`config.mk`:
```
export PLATFORM = sky130hd
export DESIGN_NAME = snd_mem_arbiter
export DESIGN_NICKNAME = d
export VERILOG_FILES = /design/src/rtl/snd_mem_arbiter.sv
export SDC_FILE = /design/constraint.sdc
export NUM_CORES = 1
export LEC_CHECK = 0
export CORE_ASPECT_RATIO = 0.6
export CORE_UTILIZATION = 35
export CTS_BUF_LIST = sky130_fd_sc_hd__clkbuf_8 sky130_fd_sc_hd__clkbuf_16
export DETAILED_ROUTE_END_ITERATION = 12
export HOLD_SLACK_MARGIN = 0.02
export PLACE_DENSITY = 0.7
export SLEW_MARGIN = 40
export SYNTH_ARGS = -nofsm -noshare
export SYNTH_HDL_FRONTEND = slang
export SYNTH_SLANG_ARGS = --single-unit
```
`constraint.sdc`:
```
create_clock -name clk -period 5.1 [get_ports clk]
set_input_delay 1.275 -clock clk [delete_from_list [all_inputs] [get_ports clk]]
set_output_delay 1.275 -clock clk [all_outputs]
set_load 0.05 [all_outputs]
```
`src/rtl/snd_mem_arbiter.sv`:
```
// snd_mem_arbiter: shares the sound block RAM between the 68000 and the Z80.
// Define SND_MEM_ARB_Z80_PRIO_EN to give the Z80 fixed priority on ties.
module snd_mem_arbiter #(
    parameter int RD_LAT = 1
) (
    input  logic        clk,
    input  logic        rst_n,
    input  logic        m68_req,
    input  logic        m68_we,
    input  logic [16:0] m68_addr,
    input  logic [7:0]  m68_wdata,
    output logic        m68_ack,
    output logic [7:0]  m68_rdata,
    input  logic        z80_req,
    input  logic        z80_we,
    input  logic [15:0] z80_addr,
    input  logic [7:0]  z80_wdata,
    output logic        z80_ack,
    output logic [7:0]  z80_rdata,
    output logic        z80_nwait,
    output logic        mem_ena,
    output logic        mem_wea,
    output logic [16:0] mem_addra,
    output logic [7:0]  mem_dina,
    input  logic [7:0]  mem_douta
);

    typedef enum logic [1:0] {
        S_IDLE,
        S_ISSUE,
        S_WAIT,
        S_ACK
    } state_e;

    localparam logic [2:0] CNT_LAST = 3'(RD_LAT - 1);

    state_e      state_q, state_d;
    logic [2:0]  cnt_q, cnt_d;
    logic        gnt_z80_q, gnt_z80_d;
    logic        mem_ena_q, mem_ena_d;
    logic        mem_wea_q, mem_wea_d;
    logic [16:0] mem_addra_q, mem_addra_d;
    logic [7:0]  mem_dina_q, mem_dina_d;
    logic        m68_ack_q, m68_ack_d;
    logic        z80_ack_q, z80_ack_d;
    logic [7:0]  m68_rdata_q, m68_rdata_d;
    logic [7:0]  z80_rdata_q, z80_rdata_d;
    logic        any_req;
    logic        pick_z80;
    logic        rd_done;

    always_comb begin
        any_req = m68_req | z80_req;
`ifdef SND_MEM_ARB_Z80_PRIO_EN
        pick_z80 = z80_req;
`else
        // gnt_z80_q doubles as last_grant: on a tie, serve the other side
        pick_z80 = z80_req & (~m68_req | ~gnt_z80_q);
`endif
        rd_done = (state_q == S_WAIT) && (cnt_q == CNT_LAST);
    end

    always_ff @(posedge clk or negedge rst_n) begin
        if (!rst_n) begin
            state_q <= S_IDLE;
            cnt_q   <= '0;
        end else begin
            state_q <= state_d;
            cnt_q   <= cnt_d;
        end
    end

    always_comb begin
        state_d = state_q;
        cnt_d   = cnt_q;
        unique case (state_q)
            S_IDLE: begin
                if (any_req) begin
                    state_d = S_ISSUE;
                end
            end
            S_ISSUE: begin
                state_d = S_WAIT;
                cnt_d   = '0;
            end
            S_WAIT: begin
                if (cnt_q == CNT_LAST) begin
                    state_d = S_ACK;
                end else begin
                    cnt_d = cnt_q + 3'd1;
                end
            end
            S_ACK: begin
                state_d = S_IDLE;
            end
        endcase
    end

    always_comb begin
        gnt_z80_d   = gnt_z80_q;
        mem_ena_d   = 1'b0;
        mem_wea_d   = 1'b0;
        mem_addra_d = mem_addra_q;
        mem_dina_d  = mem_dina_q;
        m68_ack_d   = 1'b0;
        z80_ack_d   = 1'b0;
        m68_rdata_d = m68_rdata_q;
        z80_rdata_d = z80_rdata_q;
        if (state_q == S_IDLE && any_req) begin
            gnt_z80_d = pick_z80;
            mem_ena_d = 1'b1;
            if (pick_z80) begin
                mem_wea_d   = z80_we;
                mem_addra_d = {1'b1, z80_addr};
                mem_dina_d  = z80_wdata;
            end else begin
                mem_wea_d   = m68_we;
                mem_addra_d = m68_addr;
                mem_dina_d  = m68_wdata;
            end
        end
        if (rd_done) begin
            if (gnt_z80_q) begin
                z80_rdata_d = mem_douta;
                z80_ack_d   = 1'b1;
            end else begin
                m68_rdata_d = mem_douta;
                m68_ack_d   = 1'b1;
            end
        end
    end

    always_ff @(posedge clk or negedge rst_n) begin
        if (!rst_n) begin
            gnt_z80_q   <= 1'b1;
            mem_ena_q   <= 1'b0;
            mem_wea_q   <= 1'b0;
            mem_addra_q <= '0;
            mem_dina_q  <= '0;
            m68_ack_q   <= 1'b0;
            z80_ack_q   <= 1'b0;
            m68_rdata_q <= '0;
            z80_rdata_q <= '0;
        end else begin
            gnt_z80_q   <= gnt_z80_d;
            mem_ena_q   <= mem_ena_d;
            mem_wea_q   <= mem_wea_d;
            mem_addra_q <= mem_addra_d;
            mem_dina_q  <= mem_dina_d;
            m68_ack_q   <= m68_ack_d;
            z80_ack_q   <= z80_ack_d;
            m68_rdata_q <= m68_rdata_d;
            z80_rdata_q <= z80_rdata_d;
        end
    end

    assign mem_ena   = mem_ena_q;
    assign mem_wea   = mem_wea_q;
    assign mem_addra = mem_addra_q;
    assign mem_dina  = mem_dina_q;
    assign m68_ack   = m68_ack_q;
    assign z80_ack   = z80_ack_q;
    assign m68_rdata = m68_rdata_q;
    assign z80_rdata = z80_rdata_q;
    // Held high through reset so an aborted access never stalls the Z80
    assign z80_nwait = ~(z80_req & ~z80_ack_q & rst_n);

endmodule

```
==> results.md <==
- The flow ran to the end, and the final reports show no timing, DRC or antenna violations.
- The time the final worst path needs with I/O delays and setup is ~4.0 ns.
- After the first detailed-routing iteration, the DRC count stood at 57.
- In this run the standard cell core region covers around 6200 um^2.
- The cell area that synthesis handed to floorplanning was roughly 2300 um^2.
- The fraction of power spent switching nets is 0.466.
- The site row count is 22.
- The path class of the tightest hold or removal check is flip-flop to flip-flop.
- The routability congestion estimate is approximately 0.74.
- For this configuration, the core starts out at a cell density of 0.370.
- The dominant combinational cell family by area after synthesis is simple AND/OR/NAND/NOR gates.
- The depth of the most critical reg-to-reg path is 6.
- Counting instances, the worst hold path has a depth of 1.
- The share of synthesized flip-flops with an asynchronous set or reset is 1.00.
- The setup TNS is 0 ns.
- Compared with the post-synthesis result, the final layout area differs by 52.9%.
- The clock reaches the later pin of the worst-skew pair after 0.29 ns.
- After detailed routing, the number of vias per cell comes to 4.57.
- The worst setup path is launched from an input port.
- In this run the post-CTS setup repair buffer count came out at 0.
- Fill cells in the final layout number approximately 560.
- Entering global routing, the biggest net connects 52 pins.
- The cell taking the most area after synthesis is sky130_fd_sc_hd__dfrtp_1.
- The wire length per cell is ~13 um.
- The full die area is 6950 um^2.
- The number of nets in the layout is approximately 390.
- Across the routed clock network, the largest skew measured is 0.00862 ns.
- The cell with the most instances after synthesis is sky130_fd_sc_hd__nand2_1.
- Of the total power, registers draw 0.280.
- The post-synth net total is approximately 290.
- The combinational cell fraction of total power is 0.591.
- The die span in y is approximately 65 um.
- The internal power of the cells totals 1.35 mW.
- Of the available clock period, the critical path in the final layout requires 0.785.
- The placed wire-length estimate is 3890 um.
- The critical-path maximum fanout is 6.
- The fraction of final layout cells sized beyond drive strength 1 is 0.109.
- For this run, the register share of the synthesized area comes to 0.552.
- The flip-flop cell with the highest count after synthesis is sky130_fd_sc_hd__dfrtp_1.
- TritonCTS built the clock tree.
- For this design the ratio of total power to cell area is 714 nW/um^2.
- The die is around 110 um wide.
- The number of global-route vias before repair is between 1500 and 2000.
- The register bit total from synthesis is roughly 50.
- The number of hold buffers added after CTS is 0.
- The number of setup violations in the final report is 0.
- In this run the mean area of a mapped cell was approximately 11 um^2.
- STA puts the critical path data required time at between 3 and 4 ns.
- The peak supply drop is between 0.0003 and 0.0004 V.
- Of the total power, the clock network draws 0.129.
- The sequential cells in the finished layout cover a total of approximately 1300 um^2.
- For this design the static power due to leakage is roughly 1.5 nW.
- Measured against the total synthesized area, the mux share comes to 0.104.
- Of the total synthesized cell area, the portion taken by XOR and XNOR cells is 0.
- The number of buffer cells added on primary ports is roughly 110.
- The startpoint identified for the worst hold timing path is z80_rdata[4]$_DFFE_PN0P_.
- The number of antenna violations at the first check in global routing is 0.
- After detailed routing, the number of remaining DRC violations is 0.
- The count of final max-slew check failures is 0.
- The routed design has 5290 um of wire.
- Buffers inserted during clock tree synthesis total 5.
- The clock tree root buffer cell is sky130_fd_sc_hd__clkbuf_8.
- No sink is reached through more buffers than the 2 on the longest clock path.
- The commonest cells after synthesis are 52 x sky130_fd_sc_hd__nand2_1, 50 x sky130_fd_sc_hd__dfrtp_1, 29 x sky130_fd_sc_hd__nor2_1.
- CTS saw between 50 and 60 sinks.
- Summing all multi-input logic gate instances after layout gives about 900 um^2.
- The worst register-to-register path ends at mem_dina[3]$_DFFE_PN0P_.
- The path with the worst hold slack has its endpoint at z80_rdata[4]$_DFFE_PN0P_.
- The number of H-tree branching levels is 2.
- The synthesized design contains 0 enable-type register cells.
- The share of synthesized area in the top cell type comes to 0.541.
- The startpoint identified for the worst register-to-register timing path is state_q[0]$_DFFE_PN0P_.
- The fmax is 250 MHz.
- The final hold violation count is 0.
- STA puts the critical path data arrival time at around 2.7 ns.
- Once detail routing completed, the nets flagged for antenna violations numbered 0.
- Hold timing on the final database bottoms out at a slack of slightly above 0.5 ns.
- The post-synthesis cell type count is 30.
- For the pin with the worst max-slew slack, the measured transition is about 0.75 ns.
- Setup repair after global routing left no endpoint under its margin.
- For flop-to-flop paths, the worst setup slack is 3.11 ns.
- The number of resized instances in the post-cts repair step is 0.
- The global-route wire length before repair is between 8000 and 9000 um.
- 0 antenna diodes ended up in the layout.
- Of the total synthesized cell area, the portion taken by full adders, half adders and majority gates is 0.0270.
- The relative max-transition margin is 0.496.
- The simple-gate portion of the synthesized area is 0.159.
- The capturing element type of the critical path is an output port.
- The net switching component of the power is between 1 and 1.5 mW.
- The synthesized-area fraction occupied by ao, oa, aoi and oai cells came to 0.103.
- The critical setup path kind is input port to output port.
- For this run, the detailed router's first-pass iteration total came to 4.
- The total track usage is 0.165.
- The total of max-cap violations is 0.
- The aggregate global routing overflow is 0.
- The number of warning messages in the yosys log is 0.
- Pin placement for this block handled 109 I/O pins.
- Synthesis produced roughly 220 cells.
- The CTS clock-pin slew for the worst setup and hold paths is ~0.090 ns.
- The via total after detailed routing is between 1500 and 2000.
- By area the synthesized netlist is led by sky130_fd_sc_hd__dfrtp_1 54%, sky130_fd_sc_hd__nand2_1 8.4%, sky130_fd_sc_hd__a31oi_1 6.8%, sky130_fd_sc_hd__mux2_4 5.2%, sky130_fd_sc_hd__nor2_1 4.7%.
## layer usage
layer	wire length (um)	global-route usage
met4	29	0.0360
met3	631	0.0795
met5	0	0
met2	2090	0.240
met1	2540	0.220
## worst max-delay path: stages
cell                              delay (ns)
sky130_fd_sc_hd__clkdlybuf4s50_1        0.51
sky130_fd_sc_hd__nand3b_1               0.14
sky130_fd_sc_hd__clkdlybuf4s50_1        0.80
## logic make-up after synthesis
group                      after synthesis
buffers and inverters                   19
DFF                                     51
AOI/OAI and AO/OA                       35
muxes                                   19
and+or+nand+nor                         89
adders and majority gates                5
## layout by cell type, fill, tap and decap left out, drive strengths merged, types with 3 or more instances in the layout
cell | netlist | final
nor2 | 29 | 29
dfrtp | 50 | 50
nand2 | 53 | 53
ha | 5 | 5
buf | 13 | 3
mux2 | 17 | 17
clkbuf | 1 | 5
inv | 5 | 5
clkdlybuf4s50 | 0 | 107
a31oi | 25 | 25
## state kept, by name (all words and copies together) (netlist names)
signal     flops
mem_wea        1
mem_dina       8
mem_ena        1
gnt_z80_q      1
m68_rdata      8
m68_ack        1
cnt_q          3
mem_addra     17
z80_ack        1
z80_rdata      8
state_q        2
## cell type report
cell class                      instances  area share
Tap cell                               84      0.0297
Sequential cell                        51       0.361
Multi-Input combinational cell        148       0.257
Inverter                                5     0.00530
Clock buffer                            5      0.0194
Timing Repair Buffer                  110       0.308
Clock inverter                          3      0.0191
## power groups by stage
stage               combinational, mW  sequential (mW)  clock, mW
finish                           1.49            0.707      0.327
detailed placement               1.51            0.715          0
global route                     1.59            0.732      0.359
floorplan                       0.445             1.31          0
CTS                              1.51            0.710      0.339
global placement                 1.50            0.710          0
## worst max path at each step
stage,end,startpoint,depth (start not counted)
floorplan,z80_nwait,rst_n,1
global placement,z80_nwait,z80_req,3
detailed placement,z80_nwait,z80_req,3
CTS,z80_nwait,z80_req,3
global route,z80_nwait,z80_req,3
finish,z80_nwait,z80_req,3
## per-stage QoR
step           instance area [um^2]  cells  power (mW)  setup WS [ns]   util
2_1_floorplan                  2310    218        1.76           2.16      -
4_1_cts                        3540    406        2.56           1.09  0.566
3_5_place_dp                   3400    398        2.22           1.09  0.544
6_report                       3540    406        2.53           1.10  0.566
5_1_grt                        3540    406        2.68           1.04  0.566
3_3_place_gp                   3400    398        2.21           1.10  0.544
(Power assumes the default switching activity.)
